### src/rtl/ahblite_slave_mux_param.sv
// AHB-lite slave-side response mux with a built-in default slave (two-cycle ERROR for
// unmapped or multi-hot selects) and a stall watchdog that aborts hung slaves.
module ahblite_slave_mux_param #(
   parameter int NUM_SLAVES     = 13,
   parameter int DATA_W         = 32,
   parameter int TIMEOUT_CYCLES = 256,
   parameter int CNT_W          = 9
) (
   input  logic                         HCLK,
   input  logic                         HRESET,
   input  logic                         HREADY,
   input  logic [1:0]                   HTRANS,
   input  logic [NUM_SLAVES-1:0]        HSEL_VEC,
   input  logic [NUM_SLAVES-1:0]        HREADYOUT_VEC,
   input  logic [NUM_SLAVES-1:0]        HRESP_VEC,
   input  logic [NUM_SLAVES*DATA_W-1:0] HRDATA_VEC,
   input  logic                         TIMEOUT_CLR,
   output logic                         HREADYOUT,
   output logic                         HRESP,
   output logic [DATA_W-1:0]            HRDATA,
   output logic                         TIMEOUT_FLAG,
   output logic                         SEL_ERR_FLAG
);

   typedef enum logic [1:0] {PASS, ERR1, ERR2} state_e;

   localparam logic [CNT_W-1:0] CNT_LAST = CNT_W'(TIMEOUT_CYCLES - 1);

   state_e                  state_q, state_d;
   logic [NUM_SLAVES-1:0]   dpSel_q, dpSel_d;
   logic                    dpAct_q, dpAct_d;
   logic [CNT_W-1:0]        cnt_q, cnt_d;
   logic                    timeoutFlag_q, timeoutFlag_d;
   logic                    selErrFlag_q, selErrFlag_d;

   logic                    selOneHot;
   logic                    addrActive;
   logic                    bad;
   logic                    multiHot;
   logic                    stall;
   logic                    expire;
   logic                    portReady;
   logic                    portResp;
   logic [DATA_W-1:0]       portData;
   logic                    unusedTransBit;

   assign unusedTransBit = HTRANS[0];

   assign selOneHot  = $onehot(dpSel_q);
   assign addrActive = HREADY & HTRANS[1];
   assign bad        = addrActive & ~$onehot(HSEL_VEC);
   assign multiHot   = addrActive & (HSEL_VEC != '0) & ~$onehot(HSEL_VEC);

   // OR-reduce the selected port; only trusted when dpSel_q is one-hot.
   always_comb begin
      portReady = 1'b0;
      portResp  = 1'b0;
      portData  = '0;
      for (int i = 0; i < NUM_SLAVES; i++) begin
         if (dpSel_q[i]) begin
            portReady = portReady | HREADYOUT_VEC[i];
            portResp  = portResp  | HRESP_VEC[i];
            portData  = portData  | HRDATA_VEC[i*DATA_W +: DATA_W];
         end
      end
   end

   assign stall  = (state_q == PASS) & dpAct_q & selOneHot & ~portReady;
   assign expire = (TIMEOUT_CYCLES > 0) && stall && (cnt_q == CNT_LAST);

   always_comb begin
      state_d   = state_q;
      HREADYOUT = 1'b1;
      HRESP     = 1'b0;
      HRDATA    = '0;
      case (state_q)
         PASS: begin
            if (selOneHot) begin
               HREADYOUT = portReady;
               HRESP     = portResp;
               HRDATA    = portData;
            end
            if (bad || expire) begin
               state_d = ERR1;
            end
         end
         ERR1: begin
            HREADYOUT = 1'b0;
            HRESP     = 1'b1;
            state_d   = ERR2;
         end
         ERR2: begin
            HRESP   = 1'b1;
            state_d = bad ? ERR1 : PASS;
         end
         default: state_d = PASS;
      endcase
   end

   // A stalled slave abandoned by the watchdog is dropped at the next address sample.
   always_comb begin
      dpSel_d       = HREADY ? HSEL_VEC : dpSel_q;
      dpAct_d       = HREADY ? HTRANS[1] : dpAct_q;
      cnt_d         = ((TIMEOUT_CYCLES > 0) && stall) ? cnt_q + CNT_W'(1) : '0;
      timeoutFlag_d = expire ? 1'b1 : (TIMEOUT_CLR ? 1'b0 : timeoutFlag_q);
      selErrFlag_d  = selErrFlag_q | multiHot;
   end

   always_ff @(posedge HCLK) begin
      if (HRESET) begin
         state_q       <= PASS;
         dpSel_q       <= '0;
         dpAct_q       <= 1'b0;
         cnt_q         <= '0;
         timeoutFlag_q <= 1'b0;
         selErrFlag_q  <= 1'b0;
      end else begin
         state_q       <= state_d;
         dpSel_q       <= dpSel_d;
         dpAct_q       <= dpAct_d;
         cnt_q         <= cnt_d;
         timeoutFlag_q <= timeoutFlag_d;
         selErrFlag_q  <= selErrFlag_d;
      end
   end

   assign TIMEOUT_FLAG = timeoutFlag_q;
   assign SEL_ERR_FLAG = selErrFlag_q;

endmodule

### config.mk
export PLATFORM = sky130hd
export DESIGN_NAME = ahblite_slave_mux_param
export DESIGN_NICKNAME = d
export VERILOG_FILES = /design/src/rtl/ahblite_slave_mux_param.sv
export SDC_FILE = /design/constraint.sdc
export NUM_CORES = 1
export LEC_CHECK = 0
export CAP_MARGIN = 40
export CORE_AREA = 2 2 194 196
export DETAILED_ROUTE_END_ITERATION = 6
export DIE_AREA = 0 0 196 198
export PLACE_DENSITY = 0.38
export SETUP_SLACK_MARGIN = 0.5
export SYNTH_ARGS = -nofsm -noshare
export SYNTH_HDL_FRONTEND = slang
export SYNTH_SLANG_ARGS = --single-unit
### constraint.sdc
create_clock -name HCLK -period 7.8 [get_ports HCLK]
set_clock_uncertainty 0.05 [all_clocks]
set_input_delay 1.17 -clock HCLK [delete_from_list [all_inputs] [get_ports HCLK]]
set_output_delay 1.17 -clock HCLK [all_outputs]
set_load 0.005 [all_outputs]
* Word-level counts from Yosys, hierarchy flattened
Cells that the tools add are included.
** Word-level totals
- Register bits :: 27
- Output and inout port bits :: 36
** Operators by class
- Add/subtract/negate cells :: 25
- Equality and inequality tests :: 6
- Mux-type cells :: 50
- Bitwise operators :: 47
- Reductions and logical operators :: 7
** Operators with widths (count)
- $mux W32 :: 15
- $or A32 B32 Y32 :: 12
- $mux W1 :: 31
- $or A1 B1 Y1 :: 25
- $add A1 B1 Y2 :: 12
- $add A2 B2 Y3 :: 6
- $reduce_bool A13 Y1 :: 1
- $add A9 B1 Y9 const B :: 1
- $eq A9 B8 Y1 const B :: 1
- $add A3 B1 Y4 :: 2
- $add A3 B3 Y4 :: 2
- $add A4 B4 Y4 :: 2
- $eq A4 B1 Y1 const B :: 2
- $and A1 B1 Y1 :: 7
- $pmux W2 S3 :: 1
- $pmux W1 S2 :: 2
- $reduce_or A2 Y1 :: 2
- $not A1 Y1 :: 3
- $eq A2 B1 Y1 const B :: 1
- $eq A2 B2 Y1 const B :: 1
- $logic_not A2 Y1 :: 1
- $mux W2 :: 1
- $ne A2 B1 Y1 const B :: 1
- $reduce_bool A2 Y1 :: 1
- 2 further kinds :: 2

* Depth between registers and ports, before layout
Gate-level depths: netlist of the first run.
- Depth after elaboration :: 31
- Gate-level depth with buffers :: 14
- Depth with buffers taken out :: 13

* Worst setup path after synthesis of the first run
No wires, ideal clock.
- Kind :: register to output
- Start point :: register dpSel_q[5]
- End point :: output HRDATA[10]
- Arrival :: 4.278 ns
- Data required time :: 6.580 ns
- Slack :: 2.302 ns
- Stages on the path, launching flop included :: 14
- Cell sequence :: dfxtp_1 -> fa_1 -> fa_1 -> inv_1 -> fa_1 -> fa_1 -> fa_1 -> inv_1 -> fa_1 -> or4b_4 -> or2_1 -> buf_6 -> buf_6 -> a31oi_1
** On the way
- Word-level cells in the longest chain between the ends :: 17
- Elaborated cells between the ends (all ways) :: 22
- Classes of those cells :: 4 x add/sub; 1 x eq/ne; 10 x mux; 7 x bitwise
** Ends and longest elaborated chain
- start: declaration :: line 30 : logic [NUM_SLAVES-1:0] dpSel_q, dpSel_d;
- start signal: assignment :: line 119 : dpSel_q <= dpSel_d;
- $mux W32 :: line 60 : if (dpSel_q[i]) begin
- $or A32 B32 Y32 :: line 63 : portData = portData | HRDATA_VEC[i*DATA_W +: DATA_W];
- $mux W32 :: line 60
- $or A32 B32 Y32 :: line 63
- $mux W32 :: line 60
- $or A32 B32 Y32 :: line 63
- $mux W32 :: line 60
- $or A32 B32 Y32 :: line 63
- $mux W32 :: line 60
- $or A32 B32 Y32 :: line 63
- $mux W32 :: line 60
- $or A32 B32 Y32 :: line 63
- $mux W32 :: line 60
- $or A32 B32 Y32 :: line 63
- $mux W32 :: line 60
- $mux W32 (*) :: line 78 : if (selOneHot) begin
- $mux W32 (*) :: line 76 : case (state_q)
- end: declaration :: line 20 : output logic [DATA_W-1:0] HRDATA,
Every way passes the cells marked *; elsewhere a longest branch is shown, timed or not.

* Final worst setup path of the first run
- Start point :: register dpSel_q[5]
- End point :: output HRDATA[8]
Same word-level chain as after synthesis.

==> results of run 1 <==
## logic make-up (layout without fill, tap and decap cells)
logic type | count (synthesis) | in the layout | synth area share, %
other | 0 | 15 | 0
DFF | 27 | 27 | 13.2
xor gates and xnor gates | 6 | 6 | 1.28
and+or+nand+nor | 88 | 88 | 10.1
buffers and inverters | 96 | 551 | 9.63
AOI/OAI and AO/OA | 248 | 248 | 49.8
adders and majority gates | 30 | 30 | 12.1
muxes | 16 | 16 | 3.91
## registers in the layout (all words and copies together) (netlist names)
register	count
dpSel_q	13
dpAct_q	1
cnt_q	9
TIMEOUT_FLAG	1
state_q	2
SEL_ERR_FLAG	1
## cell type report
cell class	instances	share of cell area [%]
Timing Repair Buffer	511	52.7
Sequential cell	27	5.77
Antenna cell	15	0.389
Multi-Input combinational cell	388	32.7
Clock inverter	1	0.0778
Tap cell	474	6.15
Inverter	36	1.40
Clock buffer	3	0.778
## report_power, final
part	internal (uW)	leakage (uW)	total, uW	switching (uW)
combinational	512	0.00325	903	391
sequential	148	0.000225	156	8.37
clock	69.8	0.0000372	122	52.3
total	730	0.00352	1180	452
## cell usage in the layout (no fill, tap or decap), types with 2 or more instances in the layout
| cell | count |
|---|---|
| a22oi_1 | 71 |
| nor2_1 | 27 |
| clkdlybuf4s50_1 | 495 |
| clkbuf_16 | 3 |
| nor4_1 | 2 |
| dfxtp_2 | 13 |
| nor2b_1 | 2 |
| nand4_1 | 2 |
| a22o_1 | 33 |
| inv_1 | 36 |
| fa_1 | 16 |
| xor2_1 | 3 |
| ha_1 | 14 |
| nand2_1 | 36 |
| diode_2 | 15 |
| a221oi_1 | 66 |
| nand2b_1 | 4 |
| xnor2_1 | 3 |
| a31oi_1 | 32 |
| buf_4 | 15 |
| mux2i_1 | 16 |
| a222oi_1 | 34 |
| dfxtp_1 | 14 |
| a21oi_1 | 2 |
| nand3_1 | 5 |
## stage by stage
stage / instances / utilization [%] / power, uW / setup slack (ps) / instance area (um^2)
after floorplan: 511 / - / 507 / 2300 / 4090
after global placement: 1435 / 25.7 / 1060 / 1140 / 9510
after detailed placement: 1436 / 25.8 / 1060 / 1110 / 9530
after CTS: 1440 / 26.0 / 1190 / 782 / 9610
after global routing: 1453 / 26.1 / 1260 / 616 / 9640
final: 1455 / 26.1 / 1180 / 797 / 9650
## per-layer routing
layer / wire length (um) / vias up / part of all wire (%) / GRT usage [%]
li1: - / 3047 / - / -
met1: 16400 / 3229 / 40 / 23.4
met5: 69 / - / 0.17 / 0
met2: 20500 / 313 / 50 / 34.9
met3: 3130 / 50 / 7.6 / 4.85
met4: 922 / 12 / 2.2 / 6.87
## final timing paths
kind                   start   endpoint  slack, ps  depth (start not counted)
setup reg to reg  dpSel_q[5]   cnt_q[7]       3070                         12
hold / removal      cnt_q[0]   cnt_q[0]        420                          1
setup / recovery  dpSel_q[5]  HRDATA[8]        800                         13
hold reg to reg     cnt_q[0]   cnt_q[0]        420                          1
## critical path, delay by kind of cell (launching register included)
| kind | cells | cell delay (ps) |
|---|---|---|
| AO/OA/AOI/OAI | 1 | 280 |
| adder cells (fa/ha/maj) | 6 | 2730 |
| AND/OR/NAND/NOR | 2 | 1120 |
| flip-flops | 1 | 330 |
| buffers and inverters | 4 | 1040 |
==> impl_results.md, run 1 <==
* Buffers on Ports at 495
* Worst Path Max Fanout at 20
* Clock latency on the worst-skew pair at 270 ps
* CP endpoint kind: output port
* Clk buf depth at 2
* Critical path startpoint category: flop
* Sequential element share of the synthesized area at 13.2%
* Asr flop ratio synth at 0%
* Routed WL at 41.1 mm
* Setup TNS Final at 0 ps
* Kind of critical path: reg -> out
* Setup Fix Bufs, Post-CTS at 0
* Die area at 0.0388 mm^2
* Post-route ant nets at 0
* Die W at 196 um
* DR vias at 6651
* First-pass GRT wire length at 54.2 mm
* Hold crit path type: reg -> reg
* Yosys reg bits at 27
* Die H at 198 um
* Hold Vio Cnt, Final at 0
* Count leader, synth: a22oi_1
* Grt total ovfl at 0
* Core area at 0.0370 mm^2
* Worst path slowest cell: or2_2
* Clock-pin slew on the worst setup and hold paths at 80 ps
* DR iter-0 viols at 507
* Drt first pass iters at 5
* Most frequent CP cell: fa_1
* RSZ-0062 raised after global routing: false
* Prevailing post-synth register cell: dfxtp_1
* Total Nets Final at 1458
* Crit-path cells: fa_1, fa_1, inv_1, fa_1, fa_1, fa_1, inv_1, fa_1, or4b_4, or2_2, buf_4, a31oi_1, clkdlybuf4s50_1
* Power Dens Cells at 122 mW/mm^2
* Post-Syn Instances at 511
* Post-DR vias/cell at 4.57
* Area occupied by multi-input gates at 0.00316 mm^2
* Post-Syn Nets at 1002
* Num rows at 71
* Largest net degree at the start of global routing at 36
* Final Max Tran Viols at 0
* Post-synth top area cell: a221oi_1
* Sink Count at 27
* WP data required at 6580 ps
* Yosys Warn Count at 0
* # Max-Cap Violations at 0
* Area delta synth->final at 136%
* Level count of the clock H-tree at 1
* Hold WS at 421 ps
* FMAX at 143 MHz
* Layout cell share with drive strength beyond 1 at 4.04%
* Wire per inst at 28.2 um
* CTS tree: done
* CP arrival at 5780 ps
* Most frequent cells after synthesis: 71 x a22oi_1, 66 x a221oi_1, 52 x clkbuf_1, 36 x inv_1, 36 x nand2_1
* Status: complete, no violations
* Setup violators final at 0
* Yosys top cell area share at 14.1%
* Post-Syn Area at 0.00409 mm^2
* PostCTS Resize Cnt at 0
* Antenna violations before repair at 20
* Initial Utilization at 11.1%
* EDFF count, synth at 0
* RePlAce Congestion at 0.866
* # fillers at 4044
* Worst slew pin tran at 795 ps
* Vias in the first global route at 6894
* Post-DP HPWL at 30.8 mm
* Register Area at 557 um^2
* Remaining DRCs at 0
* CTS Hold Bufs at 0
* Ports at 497
* Minimum clock period at 7000 ps
* Avg Inst Size Synth at 8.01 um^2
* All-layer global routing usage at 19.8%
* Top cells by area, synth: a221oi_1 14%, dfxtp_1 13%, a22oi_1 13%
* Root buffer cell: clkbuf_16
* Slew Limit Headroom at 46.9%
* Slowest cell delay on critical path at 580 ps
* Netlist cell types at 44
* Inserted Clock Buffers at 3
* Peak supply drop at 0.0000845 V
* Static Leakage at 0.00352 uW
* Period utilization at 89.8%
Power figures use the tool's default switching activity.
==> run 2, diff against run 1 <==
Settings changed: REMOVE_ABC_BUFFERS from default to 1.
==> run 2 against run 1 <==
Compared with the run above: global-route usage is 1.1 points lower; flip-flop and latch count is the same; clock power about the same; final area about the same; critical path type unchanged; sequential power hardly changed; sequential share of layout area is essentially flat; critical endpoint is now HRDATA[14]; register-to-register slack better by 120 ps; core utilization barely moved; worst setup slack better by 150 ps.
==> impl_results.md, run 2 (synthesized netlist as in run 1, its figures left out) <==
* Die area at 0.0388 mm^2 (unchanged)
* Layout cell share with drive strength beyond 1 at 3.83% (-0.20 points)
* Power Dens Cells at 122 mW/mm^2 (-0.11%)
* Root buffer cell: clkbuf_16
* Initial Utilization at 11.1% (unchanged)
* Worst Path Buf+Inv at 4 (unchanged)
* RePlAce Congestion at 0.809 (-6.5%)
* Hold WS at 422 ps (+0.957 ps)
* Antenna violations before repair at 17 (-15%)
* Grt total ovfl at 0 (unchanged)
* Max reg flops at 13 (unchanged)
* Post-DP HPWL at 29.0 mm (-6.0%)
* Post-route ant nets at 0 (unchanged)
* Critical path's top delay family: adder cells
* Placed cell area at 0.00953 mm^2 (about the same)
* Peak supply drop at 0.0000929 V (+9.9%)
* Overall Power at 1180 uW (-0.18%)
* Kind of critical path: reg -> out
* Area occupied by multi-input gates at 0.00316 mm^2 (unchanged)
* # fillers at 4060 (+0.40%)
* Sink Count at 27 (unchanged)
* DR vias at 6581 (-1.1%)
* Clk buf depth at 2 (unchanged)
* Die H at 198 um (unchanged)
* Critical path startpoint category: flop
* Period utilization at 87.8% (-1.9 points)
* Register Area at 557 um^2 (unchanged)
* Most frequent CP cell: fa_1
* All-layer global routing usage at 18.7% (-1.1 points)
* Hold Vio Cnt, Final at 0 (unchanged)
* Clock latency on the worst-skew pair at 260 ps (about the same)
* Worst slew pin tran at 811 ps (+16.1 ps)
* Die W at 196 um (unchanged)
* Setup violators final at 0 (unchanged)
* Slew Limit Headroom at 45.3% (-1.6 points)
* Largest net degree at the start of global routing at 36 (unchanged)
* Inserted Clock Buffers at 3 (unchanged)
* CP arrival at 5630 ps (-150 ps)
* Routed WL at 38.5 mm (-6.2%)
* CTS Hold Bufs at 0 (unchanged)
* WP data required at 6580 ps (about the same)
* Level count of the clock H-tree at 1 (unchanged)
* Hold_sp: cnt_q[0]
* Vias in the first global route at 6973 (+1.1%)
* Buffers on Ports at 495 (unchanged)
* Design Area, Final at 0.00964 mm^2 (about the same)
* Largest regs: dpSel_q x13, cnt_q x9, state_q x2
* Status: complete, no violations
* Commonest cells after routing, fill and taps aside: 495 x clkdlybuf4s50_1, 71 x a22oi_1, 66 x a221oi_1, 36 x inv_1, 36 x nand2_1
* FMAX at 146 MHz (+2.2%)
* Largest reg by FF count: dpSel_q
* Setup Fix Bufs, Post-CTS at 0 (unchanged)
* Clock-pin slew on the worst setup and hold paths at 70 ps (about the same)
* DR iter-0 viols at 410 (-19%)
* Area delta synth->final at 135% (about the same)
* Wire per inst at 26.5 um (-5.9%)
* Static Leakage at 0.00352 uW (about the same)
* PostCTS Resize Cnt at 0 (unchanged)
* RR Startpoint: dpSel_q[5]
* Final Max Tran Viols at 0 (unchanged)
* CP startpoint: dpSel_q[5]
* Setup TNS Final at 0 ps (unchanged)
* Hold crit path type: reg -> reg
* Drt first pass iters at 6 (+1)
* Crit-path cells: fa_1, fa_1, inv_1, fa_1, fa_1, fa_1, inv_1, fa_1, or4b_4, or2_2, buf_12, a31oi_1, clkdlybuf4s50_1
* Remaining DRCs at 0 (unchanged)
* Worst Path Max Fanout at 19 (-5.0%)
* Core area at 0.0370 mm^2 (unchanged)
* First-pass GRT wire length at 51.9 mm (-4.2%)
* CP endpoint kind: output port
* Most common cell after layout, fill and taps aside: clkdlybuf4s50_1
* Worst path slowest cell: clkdlybuf4s50_1
* Slowest cell delay on critical path at 620 ps (+40 ps)
* Total Nets Final at 1457 (-0.069%)
* Num rows at 71 (unchanged)
* CTS tree: done
* Ports at 497 (unchanged)
* Post-DR vias/cell at 4.54 (-0.78%)
* Minimum clock period at 6850 ps (-151 ps)
* RSZ-0062 raised after global routing: false
* # Max-Cap Violations at 0 (unchanged)
==> run 2: metrics by stage <==
step	utilization (%)	setup WS [ps]	instances
after floorplan	-	1430	451
after global placement	25.7	1140	1433
after detailed placement	25.8	1180	1435
after CTS	26.0	909	1439
after global routing	26.1	797	1450
final	26.1	948	1451
==> run 2: routing by layer <==
layer | wire length (um) | share of wire [%] | track usage, %
met5 | 70 | 0.18 | 0
met4 | 477 | 1.2 | 4.41
met3 | 2970 | 7.7 | 4.12
met2 | 19500 | 51 | 33.9
met1 | 15500 | 40 | 22.5
==> run 2: worst paths after layout <==
kind | depth (start not counted) | slack, ps | endpoint
hold / removal | 1 | 420 | cnt_q[0]
setup reg to reg | 12 | 3190 | cnt_q[5]
setup / recovery | 13 | 950 | HRDATA[14]
hold reg to reg | 1 | 420 | cnt_q[0]
==> run 2: final cells by class <==
type / instances / share of cell area (%)
repair buffers: 510 / 52.8
inverters: 36 / 1.40
multi-input cells: 388 / 32.8
well taps: 474 / 6.15
flip-flops and latches: 27 / 5.78
diodes: 12 / 0.311
clock buffers: 4 / 0.818
==> run 2: worst reg2reg max path: cells and delay by family, from the launching register on <==
kind          cells  cell delay [ps]
buf+inv           2              140
flops             1              330
fa+ha+maj         6             2730
simple gates      4             1290
==> run 2: report_power, final <==
| group | switching, uW | leakage (uW) | total [uW] | internal, uW |
|---|---|---|---|---|
| Sequential | 8.33 | 0.000225 | 156 | 148 |
| Combinational | 383 | 0.00325 | 902 | 519 |
| Clock | 50.5 | 0.0000382 | 121 | 70.1 |
| Total | 442 | 0.00352 | 1180 | 737 |
==> variant 1, RTL diff (settings of run 2) <==
Put one more register stage on the output `TIMEOUT_FLAG`. The value now appears one clock later. The other outputs are not delayed to match.
--- a/src/rtl/ahblite_slave_mux_param.sv
+++ b/src/rtl/ahblite_slave_mux_param.sv
@@ -124,7 +124,9 @@
       end
    end
 
-   assign TIMEOUT_FLAG = timeoutFlag_q;
+   always_ff @(posedge HCLK) begin
+      TIMEOUT_FLAG <= timeoutFlag_q;
+   end
    assign SEL_ERR_FLAG = selErrFlag_q;
 
 endmodule
Function: same outputs for any inputs over 10 cycles, from zero or initial values and one cycle with HRESET high; that may be too few to reach the edited logic, so the function may still have changed.
==> variant 1 against run 2 <==
Sequential share of layout area rose by 0.17 points. Sequential cell count rose by 1. Routed wire length rose by 2.8%. Total power rose by 3.4%. Area after synthesis rose by 0.49%. First-iteration DRC count rose by 15%. Synthesized cell count rose by 0.20%. Setup slack got worse by 0.17 ns. Cell area rose by 0.56%. Core utilization rose by 0.15 points. Non-clock buffer count rose by 2. Largest cell class unchanged. Highest routed layer unchanged.
==> variant 1: results (changes against run 2) <==
| Metric | Value |
|---|---|
| Share of post-route cells with drive strength above 1 | 4.13% (+0.30 points) |
| Post-CTS Setup Inserts | 0 (unchanged) |
| Count leader, synth | a22oi_1 |
| Drt first pass iters | 5 (-1) |
| CTS Root Cell | clkbuf_16 |
| Post-synth top cells | a22oi_1 (71), a221oi_1 (66), clkbuf_1 (52) |
| All-layer global routing usage | 19.2% (+0.47 points) |
| Vias | 6,696 (+1.7%) |
| CTS Buf Count | 3 (unchanged) |
| Initial antenna violation count | 15 (-2) |
| CTS resizes | 0 (unchanged) |
| Iter 0 DRT Violations | 473 (+15%) |
| Worst-path maximum fanout | 18 (-1) |
| Detailed placement HPWL | 30.0 mm (+3.7%) |
| Non-Filler Instances | 1,451 (unchanged) |
| Global-route wire length before repair | 53.1 mm (+2.2%) |
| Seq/Total Area, Yosys | 13.6% (+0.42 points) |
| Post-Synthesis Cells | 512 (+0.20%) |
| Placed cell areas | 0.00957 mm^2 (+0.37%) |
| Async set-or-reset flop fraction in the synthesized netlist | 0% (unchanged) |
| Yosys cell types | 44 (unchanged) |
| Routed WL | 39.6 mm (+2.8%) |
| Yosys warns | 0 (unchanged) |
| Slowest cell on the critical path | or4b_4 |
| Crit-path leading delay family | adder cells |
| Top Registers | dpSel_q x13, cnt_q x9, state_q x2 |
| Ys flop type | dfxtp_1 |
| Synth top area cells | a221oi_1 (14%), dfxtp_1 (14%), a22oi_1 (13%), a222oi_1 (8.3%), fa_1 (7.8%) |
| H-tree levels | 1 (unchanged) |
| Status | complete, no violations |
| Clk_lat worst skew | 0.27 ns |
| Port bufs | 495 (unchanged) |
| Worst slew pin tran | 0.793 ns (-0.0175 ns) |
| Critical Path RT | 6.58 ns (about the same) |
| CTS max path bufs | 2 (unchanged) |
| Hold Crit Class | reg -> reg |
| Maximum VDD drop | 0.132 mV (+42%) |
| Leakage | 3.55 nW (+0.87%) |
| Vias in the first global route | 6,994 (+0.30%) |
| CP peak stage delay | 0.54 ns (-0.08 ns) |
| Reg clk slew, reported paths | 0.07 ns (about the same) |
| Routability Congestion | 0.872 (+7.8%) |
| Nets | 1,460 (+0.21%) |
| Placed cell count | 1,438 (+0.21%) |
| Largest net degree at the start of global routing | 36 (unchanged) |
==> variant 1: cell count changes after synthesis, sizes merged <==
cell	change
dfxtp	+1
==> variant 1: worst reg2reg max path, delay by kind of cell, from the launching register on <==
family / cells / cell delay [ns]
DFF: 1 / 0.51
adders and majority gates: 6 / 2.72
buffers and inverters: 2 / 0.14
and+or+nand+nor: 4 / 1.33
==> variant 1: logic make-up (layout without fill, tap and decap cells) <==
kind of cell	count (synthesis)	in the layout	share of synthesized area (%)
AOI/OAI and AO/OA	248	248	49.5
buffers and inverters	96	552	9.58
and+or+nand+nor	88	88	10.0
adders and majority gates	30	30	12.0
DFF	28	28	13.6
muxes	16	16	3.89
xor gates and xnor gates	6	6	1.28
other	0	9	0
==> variant 1: layer usage <==
metal  share of wire [%]  vias up  GRT usage, %
li1                    -     3042             -
met1                  41     3277          22.8
met2                  51      337          35.0
met3                 7.3       34          3.90
met4                 1.2        6          5.25
met5               0.083        -             0
==> variant 1: report_power, final <==
part	switching (mW)	total [mW]	internal [mW]
clock network	0.0517	0.154	0.102
registers	0.00954	0.163	0.153
logic	0.381	0.903	0.522
==> variant 1: layout make-up <==
| cell class | count | area, um^2 |
|---|---|---|
| fill | 4058 | 27300 |
| timing repair buffer | 512 | 5100 |
| multi-input combinational | 388 | 3160 |
| tap | 474 | 593 |
| sequential | 28 | 577 |
| inverter | 36 | 135 |
| clock buffer | 3 | 75.1 |
| clock inverter | 1 | 30.0 |
| antenna | 9 | 22.5 |
==> variant 1: path summary, 6_finish.rpt <==
path              cells past startpoint  slack (ns)                   end                        from
hold / removal                        0        0.31  TIMEOUT_FLAG$_DFF_P_  timeoutFlag_q$_SDFFE_PP0P_
hold reg to reg                       0        0.31  TIMEOUT_FLAG$_DFF_P_  timeoutFlag_q$_SDFFE_PP0P_
setup reg to reg                     12        2.98   cnt_q[6]$_SDFF_PP0_     dpSel_q[9]$_SDFFE_PP0P_
setup / recovery                     14        0.78                 HRESP     dpSel_q[9]$_SDFFE_PP0P_
==> variant 1: through the flow <==
step | hold slack, ns | utilization (%) | worst slack, ns | power [mW]
after CTS | 0.310 | 26.2 | 0.676 | 1.24
after detailed placement | 0.290 | 25.9 | 0.995 | 1.08
final | 0.312 | 26.2 | 0.778 | 1.22
after floorplan | 0.282 | - | 1.43 | 0.470
after global placement | 0.289 | 25.8 | 0.912 | 1.06
after global routing | 0.323 | 26.2 | 0.517 | 1.30
==> variant 2, RTL diff (settings of run 2) <==
Made on the original files. Set the parameter `CNT_W` to 13 (it was 9).
--- a/src/rtl/ahblite_slave_mux_param.sv
+++ b/src/rtl/ahblite_slave_mux_param.sv
@@ -4,7 +4,7 @@
    parameter int NUM_SLAVES     = 13,
    parameter int DATA_W         = 32,
    parameter int TIMEOUT_CYCLES = 256,
-   parameter int CNT_W          = 9
+   parameter int CNT_W          = 13
 ) (
    input  logic                         HCLK,
    input  logic                         HRESET,
Formal check against the unedited RTL: no difference found for any inputs over 10 cycles, from zero or initial values and one cycle with HRESET high; that may be too few to reach the edited logic, so the function may still have changed.
==> variant 2 against run 2 <==
Cell area rose by 2.6%. Sequential share of layout area is 0.66 points higher. Critical path depth up 2. Sequential cell count is 4 higher. Non-clock buffer count shrank 1. Area after synthesis is 5.3% higher. Routed wire length grew 3.7%. Setup slack gained 0.041 ns. The flow now finishes with violations (DRC). Total power up 9.2%. Die area stayed put.
==> variant 2: results (changes against run 2) <==
| Metric | Value |
|---|---|
| Post-Synth Adder-Cell Area | 11.2% (-0.90 points) |
| Initial antenna violation count | 8 (-9) |
| Drt wl/cell | 27.1 um (+1.9%) |
| Top Registers | cnt_q x13, dpSel_q x13, state_q x2 |
| Maximum VDD drop | 0.0882 mV (-5.0%) |
| ANT cells | 4 (-8) |
| Non-clock buffer count | 509 (-0.20%) |
| Reg clk slew, reported paths | 0.05 ns (-0.02 ns) |
| Worst-case reg-to-reg path depth | 13 (+1) |
| Placed cell areas | 0.00974 mm^2 (+2.1%) |
| Fillcell total | 4,024 (-0.89%) |
| Status | finished, violations left |
| Post-CTS Setup Inserts | 0 (unchanged) |
| Slew margin rel. | 43.6% (-1.7 points) |
| Yosys cell types | 41 (-6.8%) |
| Global-route wire length before repair | 54.0 mm (+4.0%) |
| Vias in the first global route | 7,186 (+3.1%) |
| Vias per cell | 4.59 (+1.2%) |
| Detailed placement HPWL | 30.5 mm (+5.1%) |
| DR WL met2 | 19.9 mm (+2.0%) |
| Layout non-clock buf frac | 51.3% (-1.5 points) |
| Met3 GRT Util | 4.99% (+0.87 points) |
| Leakage | 3.59 nW (+1.9%) |
| Synth Area in Compound Gates | 47.6% (-2.2 points) |
| Global-route met1 utilization | 23.4% (+0.93 points) |
| Hold slack final | 0.426 ns (+0.00483 ns) |
| Area of the multi-input gates | 0.00328 mm^2 (+3.9%) |
| Drt first pass iters | 7 (+1) |
| Multi-input logic cell count | 411 (+5.9%) |
| WHS Endpoint | cnt_q[0]$_SDFF_PP0_ |
| # DRC | 3 (+3) |
| Inverters | 40 (+11%) |
| Synth top area cells | dfxtp_1 (14%), a221oi_1 (13%), a22oi_1 (13%), a222oi_1 (7.9%), fa_1 (7.4%) |
| FF+latch count, synth | 31 (+15%) |
| Post-synth top cells | a22oi_1 (73), a221oi_1 (65), clkbuf_1 (54) |
| Failing checks | DRC |
| Post-Synthesis Cells | 543 (+6.3%) |
| Seq/Total Area, Yosys | 14.4% (+1.2 points) |
| H-tree levels | 2 (+1) |
| Vias | 6,772 (+2.9%) |
| Multi-input combinational area share | 33.2% (+0.43 points) |
| Worst Path Arrival | 5.59 ns (-0.04 ns) |
| Iter 0 DRT Violations | 473 (+15%) |
| Post-synthesis mux area share | 3.25% (-0.66 points) |
| Reg2reg end | cnt_q[6]$_SDFF_PP0_ |
| Synth Area in XOR/XNOR | 2.03% (+0.75 points) |
| Met3 Wirelength | 2.98 mm (+0.44%) |
| Layout clock area frac | 1.45% (+0.64 points) |
| CTS Buf Count | 5 (+2) |
| Met2 global-route usage | 35.2% (+1.3 points) |
| Pre-CTS setup slack | 1.22 ns (+0.0440 ns) |
| Reg-to-reg slack, setup | 3.00 ns (-0.19 ns) |
| Worst-path maximum fanout | 21 (+2) |
## variant 2: worst max-delay path by stage
stage	end	slack [ns]
5_1_grt	HRESP	0.71
6_report	HRESP	0.99
2_1_floorplan	HRESP	1.54
3_3_place_gp	HRESP	1.14
4_1_cts	HRESP	0.91
3_5_place_dp	HRESP	1.22
## variant 2: critical path, cell delays in order (launching register included)
cell and delay (ns):
dfxtp_2 0.32, fa_1 0.50, fa_1 0.52, inv_1 0.05
fa_1 0.52, fa_1 0.43, fa_1 0.39, inv_1 0.09
fa_1 0.43, nor4b_4 0.30, o21ai_2 0.11, or2_2 0.50
buf_12 0.25, a41o_1 0.22, a21oi_1 0.15, clkdlybuf4s50_1 0.54
## variant 2: where the power goes
part | leakage, nW | internal [mW] | switching (mW) | total, mW
combinational | 3.25 | 0.524 | 0.402 | 0.926
clock | 0.0727 | 0.124 | 0.0646 | 0.189
sequential | 0.257 | 0.166 | 0.00573 | 0.172
